==> src/rtl/au_result_buffer_pkg.sv <==
// Shared definitions for the arithmetic-unit result buffer: data widths,
// op-tag constants, the occupancy state encoding and the entry parity helper.
// Optional feature macro: AU_RB_PARITY_EN (adds a stored parity bit per entry).
package au_result_buffer_pkg;

  localparam int AU_Y_W     = 4;
  localparam int AU_ENTRY_W = 5;

  localparam logic AU_OP_MUL = 1'b0;
  localparam logic AU_OP_ADD = 1'b1;

`ifdef AU_RB_PARITY_EN
  localparam int AU_MEM_W = AU_ENTRY_W + 1;
`else
  localparam int AU_MEM_W = AU_ENTRY_W;
`endif

  typedef enum logic [1:0] {
    ST_EMPTY   = 2'd0,
    ST_PARTIAL = 2'd1,
    ST_FULL    = 2'd2
  } occ_state_t;

  // Even parity over one {sel, y} entry.
  function automatic logic entry_parity(input logic [AU_ENTRY_W-1:0] e);
    return ^e;
  endfunction

endpackage

==> src/rtl/au_result_buffer_if.sv <==
// Producer/consumer handshake bundle of the result buffer.
// slave = buffer side, master = producer/consumer (test) side.
// Optional feature macro: AU_RB_PARITY_EN (adds out_parity).
interface au_result_buffer_if;
  import au_result_buffer_pkg::*;

  logic                  in_valid;
  logic                  in_ready;
  logic [AU_Y_W-1:0]     in_y;
  logic                  in_sel;
  logic                  out_valid;
  logic                  out_ready;
  logic [AU_ENTRY_W-1:0] out_data;
`ifdef AU_RB_PARITY_EN
  logic                  out_parity;
`endif

`ifdef AU_RB_PARITY_EN
  modport slave  (input  in_valid, in_y, in_sel, out_ready,
                  output in_ready, out_valid, out_data, out_parity);
  modport master (output in_valid, in_y, in_sel, out_ready,
                  input  in_ready, out_valid, out_data, out_parity);
`else
  modport slave  (input  in_valid, in_y, in_sel, out_ready,
                  output in_ready, out_valid, out_data);
  modport master (output in_valid, in_y, in_sel, out_ready,
                  input  in_ready, out_valid, out_data);
`endif

endinterface

==> src/rtl/au_rb_mem.sv <==
// DEPTH x WIDTH register array: synchronous write, asynchronous read.
// Contents are never reset; validity is tracked by the owner's pointers.
module au_rb_mem #(
  parameter int DEPTH = 4,
  parameter int WIDTH = 5
) (
  input  logic                     clk,
  input  logic                     we_i,
  input  logic [$clog2(DEPTH)-1:0] waddr_i,
  input  logic [WIDTH-1:0]         wdata_i,
  input  logic [$clog2(DEPTH)-1:0] raddr_i,
  output logic [WIDTH-1:0]         rdata_o
);

  logic [WIDTH-1:0] mem_q [DEPTH];

  // Write port: store the entry at the write address on a push.
  always_ff @(posedge clk) begin
    if (we_i) begin
      mem_q[waddr_i] <= wdata_i;
    end
  end

  assign rdata_o = mem_q[raddr_i];

endmodule

==> src/rtl/au_result_buffer.sv <==
// Result buffer behind the 2-bit arithmetic unit: first-word-fall-through
// FIFO of {sel, y} entries with a valid/ready handshake on both sides, plus a
// running accumulator of accepted results with a sticky overflow flag.
// Optional feature macro: AU_RB_PARITY_EN (stored parity bit, out_parity port).
module au_result_buffer
  import au_result_buffer_pkg::*;
#(
  parameter int DEPTH = 4,
  parameter int ACC_W = 8
) (
  input  logic                   clk,
  input  logic                   rst,
  au_result_buffer_if.slave      bus,
  input  logic                   clr,
  output logic [$clog2(DEPTH):0] count,
  output logic [ACC_W-1:0]       acc,
  output logic                   acc_ovf
);

  localparam int PTR_W = $clog2(DEPTH);
  localparam int CNT_W = PTR_W + 1;

  occ_state_t          state_q;
  logic [PTR_W-1:0]    wr_ptr_q, wr_ptr_d;
  logic [PTR_W-1:0]    rd_ptr_q, rd_ptr_d;
  logic [CNT_W-1:0]    count_q, count_d;
  logic [ACC_W-1:0]    acc_q, acc_d;
  logic                acc_ovf_q, acc_ovf_d;
  logic                push, pop;
  logic                in_ready, out_valid;
  logic [AU_MEM_W-1:0] wr_entry, rd_entry;
  logic [ACC_W:0]      acc_sum;

  // Widening add; the extra top bit is the carry-out feeding the sticky flag.
  function automatic logic [ACC_W:0] acc_add(input logic [ACC_W-1:0] a,
                                             input logic [AU_Y_W-1:0] y);
    return {1'b0, a} + {{(ACC_W + 1 - AU_Y_W){1'b0}}, y};
  endfunction

  // Handshake decodes come from the registered state only, so a full buffer
  // never accepts even when the consumer pops in the same cycle.
  assign in_ready  = (state_q != ST_FULL);
  assign out_valid = (state_q != ST_EMPTY);
  assign push      = bus.in_valid & in_ready;
  assign pop       = out_valid & bus.out_ready;

`ifdef AU_RB_PARITY_EN
  assign wr_entry = {entry_parity({bus.in_sel, bus.in_y}), bus.in_sel, bus.in_y};
`else
  assign wr_entry = {bus.in_sel, bus.in_y};
`endif

  au_rb_mem #(
    .DEPTH (DEPTH),
    .WIDTH (AU_MEM_W)
  ) u_mem (
    .clk     (clk),
    .we_i    (push),
    .waddr_i (wr_ptr_q),
    .wdata_i (wr_entry),
    .raddr_i (rd_ptr_q),
    .rdata_o (rd_entry)
  );

  // Stale array contents are masked so the head reads as zero when empty.
  assign bus.in_ready  = in_ready;
  assign bus.out_valid = out_valid;
  assign bus.out_data  = out_valid ? rd_entry[AU_ENTRY_W-1:0] : '0;
`ifdef AU_RB_PARITY_EN
  assign bus.out_parity = out_valid & ~rst & rd_entry[AU_ENTRY_W];
`endif

  assign count   = count_q;
  assign acc     = acc_q;
  assign acc_ovf = acc_ovf_q;
  assign acc_sum = acc_add(acc_q, bus.in_y);

  // Pointer and occupancy next-state; pointers wrap by natural overflow.
  always_comb begin
    wr_ptr_d = wr_ptr_q;
    rd_ptr_d = rd_ptr_q;
    count_d  = count_q;
    if (push) begin
      wr_ptr_d = wr_ptr_q + PTR_W'(1);
    end
    if (pop) begin
      rd_ptr_d = rd_ptr_q + PTR_W'(1);
    end
    case ({push, pop})
      2'b10:   count_d = count_q + CNT_W'(1);
      2'b01:   count_d = count_q - CNT_W'(1);
      default: count_d = count_q;
    endcase
  end

  // Accumulator next-state; clear wins over accumulation but still loads a
  // result pushed in the same cycle.
  always_comb begin
    acc_d     = acc_q;
    acc_ovf_d = acc_ovf_q;
    if (clr) begin
      acc_ovf_d = 1'b0;
      acc_d     = push ? ACC_W'(bus.in_y) : '0;
    end else if (push) begin
      acc_d     = acc_sum[ACC_W-1:0];
      acc_ovf_d = acc_ovf_q | acc_sum[ACC_W];
    end
  end

  // Occupancy FSM with pointer, count and accumulator registers.
  always_ff @(posedge clk) begin
    if (rst) begin
      state_q   <= ST_EMPTY;
      wr_ptr_q  <= '0;
      rd_ptr_q  <= '0;
      count_q   <= '0;
      acc_q     <= '0;
      acc_ovf_q <= 1'b0;
    end else begin
      wr_ptr_q  <= wr_ptr_d;
      rd_ptr_q  <= rd_ptr_d;
      count_q   <= count_d;
      acc_q     <= acc_d;
      acc_ovf_q <= acc_ovf_d;
      case (state_q)
        ST_EMPTY: begin
          if (push) state_q <= ST_PARTIAL;
        end
        ST_PARTIAL: begin
          if (push && !pop && count_q == CNT_W'(DEPTH - 1)) begin
            state_q <= ST_FULL;
          end else if (pop && !push && count_q == CNT_W'(1)) begin
            state_q <= ST_EMPTY;
          end
        end
        ST_FULL: begin
          if (pop) state_q <= ST_PARTIAL;
        end
        default: state_q <= ST_EMPTY;
      endcase
    end
  end

endmodule

==> src/flat_wrapper.sv <==
// flat-port wrapper written by rule: the top's interface ports become plain ports
module au_result_buffer_flat import au_result_buffer_pkg::*;
#(
  parameter int DEPTH = 4,
  parameter int ACC_W = 8
)
  (clk, rst, clr, count, acc, acc_ovf, bus_in_valid, bus_in_y, bus_in_sel, bus_out_ready, bus_in_ready, bus_out_valid, bus_out_data);
  au_result_buffer_if bus_i ();
  input  logic clk;
  input  logic rst;
  input  logic clr;
  output logic [$clog2(DEPTH):0] count;
  output logic [ACC_W-1:0] acc;
  output logic acc_ovf;
  input wire logic [$bits(bus_i.in_valid)-1:0] bus_in_valid;
  input wire logic [$bits(bus_i.in_y)-1:0] bus_in_y;
  input wire logic [$bits(bus_i.in_sel)-1:0] bus_in_sel;
  input wire logic [$bits(bus_i.out_ready)-1:0] bus_out_ready;
  output wire logic [$bits(bus_i.in_ready)-1:0] bus_in_ready;
  output wire logic [$bits(bus_i.out_valid)-1:0] bus_out_valid;
  output wire logic [$bits(bus_i.out_data)-1:0] bus_out_data;
  assign bus_i.in_valid = bus_in_valid;
  assign bus_i.in_y = bus_in_y;
  assign bus_i.in_sel = bus_in_sel;
  assign bus_i.out_ready = bus_out_ready;
  assign bus_in_ready = bus_i.in_ready;
  assign bus_out_valid = bus_i.out_valid;
  assign bus_out_data = bus_i.out_data;
  au_result_buffer #(.DEPTH(DEPTH), .ACC_W(ACC_W)) u_core (.clk(clk), .rst(rst), .bus(bus_i), .clr(clr), .count(count), .acc(acc), .acc_ovf(acc_ovf));
endmodule
==> config.mk <==
export PLATFORM = sky130hd
export DESIGN_NAME = au_result_buffer_flat
export DESIGN_NICKNAME = d
export VERILOG_FILES = /design/src/rtl/au_result_buffer_pkg.sv /design/src/rtl/au_result_buffer_if.sv /design/src/rtl/au_rb_mem.sv /design/src/rtl/au_result_buffer.sv /design/src/flat_wrapper.sv
export SDC_FILE = /design/constraint.sdc
export NUM_CORES = 1
export LEC_CHECK = 0
export BUFFER_PORTS_ARGS = -buffer_cell sky130_fd_sc_hd__buf_2
export CORE_MARGIN = 2
export CORE_UTILIZATION = 40
export DETAILED_ROUTE_END_ITERATION = 8
export PLACE_DENSITY = 0.57
export SKIP_CTS_REPAIR_TIMING = 1
export SYNTH_ARGS = -nofsm -noshare
export SYNTH_HDL_FRONTEND = slang
export SYNTH_HIERARCHICAL = 1
export SYNTH_SLANG_ARGS = --single-unit
==> constraint.sdc <==
create_clock -name clk -period 1.9 [get_ports clk]
set_input_delay 0.095 -clock clk [delete_from_list [all_inputs] [get_ports clk]]
set_output_delay 0.095 -clock clk [all_outputs]
set_load 0.01 [all_outputs]
==> impl_metrics.csv <==
group,metric,value,unit
setup_path,worstPathArrival,1.98,ns
setup_path,crit_chain,"ha_2 -> inv_1 -> fa_1 -> nor2b_2 -> o21ai_1 -> a21oi_1 -> mux2i_1",
timing,relSlewSlack,47.4,%
logic_synthesis,synth_top_flop_cell,"edfxtp_1",
logic_synthesis,ys_ff_latch,38,
placed_design,gp_congestion,0.813,
logic_synthesis,synth_top_family_by_area,"simple AND/OR/NAND/NOR gates",
placed_design,port_buffers,28,
logic_synthesis,muxShareOfSynthArea,7.55,%
timing,worstMarginPinSlew,0.787,ns
placed_design,place_hpwl,2920,um
setup_path,cp-startpoint,"u_core/acc[0]$_SDFFE_PP0P_",
job,drv_cap,0,
cts,cts_root_buf,"clkbuf_8",
die,core_area,4630,um^2
logic_synthesis,synth_compound_area_share,9.93,%
setup_path,path_class,"flop to flop",
layout,multiInputGateArea,827,um^2
logic_synthesis,syn_area,1890,um^2
cts,clk_latency,0.29,ns
cts,numCtsBuffers,5,
setup_path,crit_fanout,3,
die,dieHeight,72.7,um
setup_path,crit_path_max_incr_delay,0.39,ns
routing,drt_iter0_markers,90,
setup_path,critPathSlowestCell,"fa_1",
layout,final_core_util,48.2,%
die,io-pin-count,29,
logic_synthesis,synthDistinctLibCells,39,
layout,area_growth,18.1,%
setup_path,critPathBufInv,1,
logic_synthesis,yosys.area_share.simple,15.2,%
timing,period_share,92.8,%
power_and_ir_drop,total_power,2.02,mW
layout,nFillCells,444,
layout,diodes,0,
die,initial_utilization,40.8,%
die,core.rowCount,25,
die,fp.dieArea,5290,um^2
setup_path,cp-end-kind,"flop",
logic_synthesis,synthXorXnorAreaFrac,2.78,%
logic_synthesis,synth-warning-count,6,
power_and_ir_drop,ir_drop,348,uV
logic_synthesis,synth_top_area_share,31.8,%
routing,detail-route-antenna-nets,0,
routing,wl_per_cell,15.2,um
power_and_ir_drop,cellLeakagePower,0.909,nW
cts,clk_pin_slew,0.08,ns
global_route,first_global_vias,1333,
status,outcome,"finished clean",
cts,htree_num_levels,2,
logic_synthesis,synth-async-reset-ratio,0,%
logic_synthesis,mappedNetlistNets,186,
setup_path,r2r-end,"u_core/acc[6]$_SDFFE_PP0P_",
logic_synthesis,yosysSeqAreaShare,50.9,%
cts,cts_tree,"done",
setup_path,path_depth,7,
setup_path,crit_family,"adder cells",
setup_path,r2r_setup_slack,0.14,ns
timing,min_period,1.76,ns
setup_path,reg2regPathDepth,7,
layout,seq_area,962,um^2
global_route,grt_pass1_wl,6640,um
setup_path,cp.required,2.12,ns
routing,route.detailed.drc,0,
timing,slew_viol_final,0,
setup_path,r2r_start,"u_core/acc[0]$_SDFFE_PP0P_",
timing,setup_viol,0,
layout,drive_above_1_share,26.2,%
cts,cts.path.max_buffers,2,
logic_synthesis,synth.area.top_cells,"edfxtp_1, dfxtp_1, ha_1, mux4_2, nor2_1",
cts,clock-sinks,38,
timing,hold_slack,0.0266,ns
setup_path,start_kind,"flop",
global_route,grt_max_degree,19,
timing,fin_worst_skew,0.0106,ns
timing,finalHoldViolCount,0,
logic_synthesis,synth_fa_ha_area_share,7.68,%
routing,dr.pass1.iters,6,
routing,vias_per_cell,5.32,
routing,num_vias,1363,
routing,routed_wl,3900,um
logic_synthesis,syn_inst,165,
timing,grt_setup_unrepaired,"no",
timing,fmax,0.567,GHz
global_route,grt_overflow_total,0,
logic_synthesis,avgSynthCellArea,11.5,um^2
logic_synthesis,synth_edf_count,20,
die,dieWidth,72.7,um
global_route,antenna_found_initial,0,
logic_synthesis,synth_common_cells,"edfxtp_1, dfxtp_1, nor2_1",
timing,tns,0,ns
setup_path,crit_path_end,"u_core/acc[6]$_SDFFE_PP0P_",
logic_synthesis,synthMostInstantiatedCell,"edfxtp_1",
power_and_ir_drop,power_density,903,nW/um^2
global_route,grt_usage,16.8,%
hold_path,min_path_type,"input pin to flop",
layout,fin_nets,222,
logic_synthesis,synth_top_area_cell,"edfxtp_1",
-- placed cells by master (no fill, tap or decap), drive strengths merged, types with 3 or more instances in the layout --
cell	Yosys	layout
mux4	5	5
or3	4	4
dfxtp	18	18
nand2	8	8
nand3	11	11
buf	1	34
a21o	3	3
nor2	15	15
ha	10	10
edfxtp	20	20
nor2b	8	8
mux2i	3	3
a211oi	5	5
a21oi	8	8
xor2	4	4
clkbuf	3	5
o21ai	4	4
inv	13	13
-- worst min-delay path by stage --
stage                      startpoint                                  to  cells after the start
after floorplan           bus_in_y[0]  u_core/u_mem/mem_q[0][0]$_DFFE_PP_                      0
final                      bus_in_sel  u_core/u_mem/mem_q[0][4]$_DFFE_PP_                      1
after CTS                  bus_in_sel  u_core/u_mem/mem_q[0][4]$_DFFE_PP_                      1
after global routing       bus_in_sel  u_core/u_mem/mem_q[0][4]$_DFFE_PP_                      1
after detailed placement   bus_in_sel  u_core/u_mem/mem_q[3][4]$_DFFE_PP_                      1
after global placement     bus_in_sel  u_core/u_mem/mem_q[1][4]$_DFFE_PP_                      1
-- power breakdown --
part / switching (mW) / leakage (nW) / internal (mW)
Combinational: 0.145 / 0.512 / 0.123
Sequential: 0.0349 / 0.331 / 0.908
Clock: 0.287 / 0.0658 / 0.519
Total: 0.466 / 0.909 / 1.55
-- kinds of logic (layout without fill, tap and decap cells) --
family / after synthesis / count (layout)
compound gates: 29 / 29
xor+xnor: 6 / 6
simple gates: 54 / 54
buf+inv: 19 / 56
mux: 8 / 8
fa+ha+maj: 11 / 11
flops: 38 / 38
-- through the flow --
step           area, um^2  instances  worst slack (ns)
6_report             2230        256             0.137
3_3_place_gp         2090        248            0.0906
2_1_floorplan        1890        165             0.107
5_1_grt              2230        256            0.0295
3_5_place_dp         2090        248          -0.00813
4_1_cts              2220        256           -0.0460
-- area by class of cell --
type | instances | share of cell area, %
Clock buffer | 5 | 3.08
Sequential cell | 38 | 43.1
Tap cell | 54 | 3.03
Inverter | 14 | 2.58
Timing Repair Buffer | 34 | 8.30
Clock inverter | 3 | 2.86
Multi-Input combinational cell | 108 | 37.1
-- routing by layer --
metal	global-route usage, %	up-vias	part of all wire [%]
met4	6.38	0	1.6
met3	4.42	7	4.0
li1	-	666	-
met2	28.6	26	51
met1	20.3	664	44
met5	0	-	0
-- state kept, by name, indices dropped and copies added, names as in the netlist --
signal	cells
u_core/state_q	2
u_core/acc_ovf	1
u_core/rd_ptr_q	2
u_core/wr_ptr_q	2
u_core/acc	8
u_core/count	3
u_core/u_mem/mem_q	20
-- worst reg2reg max path, cell delays in order (launching register included) --
cell and delay, ns:
dfxtp_1 0.35, ha_2 0.21, inv_1 0.06, fa_1 0.39, nor2b_2 0.15, o21ai_1 0.12
a21oi_1 0.23, mux2i_1 0.20
Power figures use the tool's default switching activity.
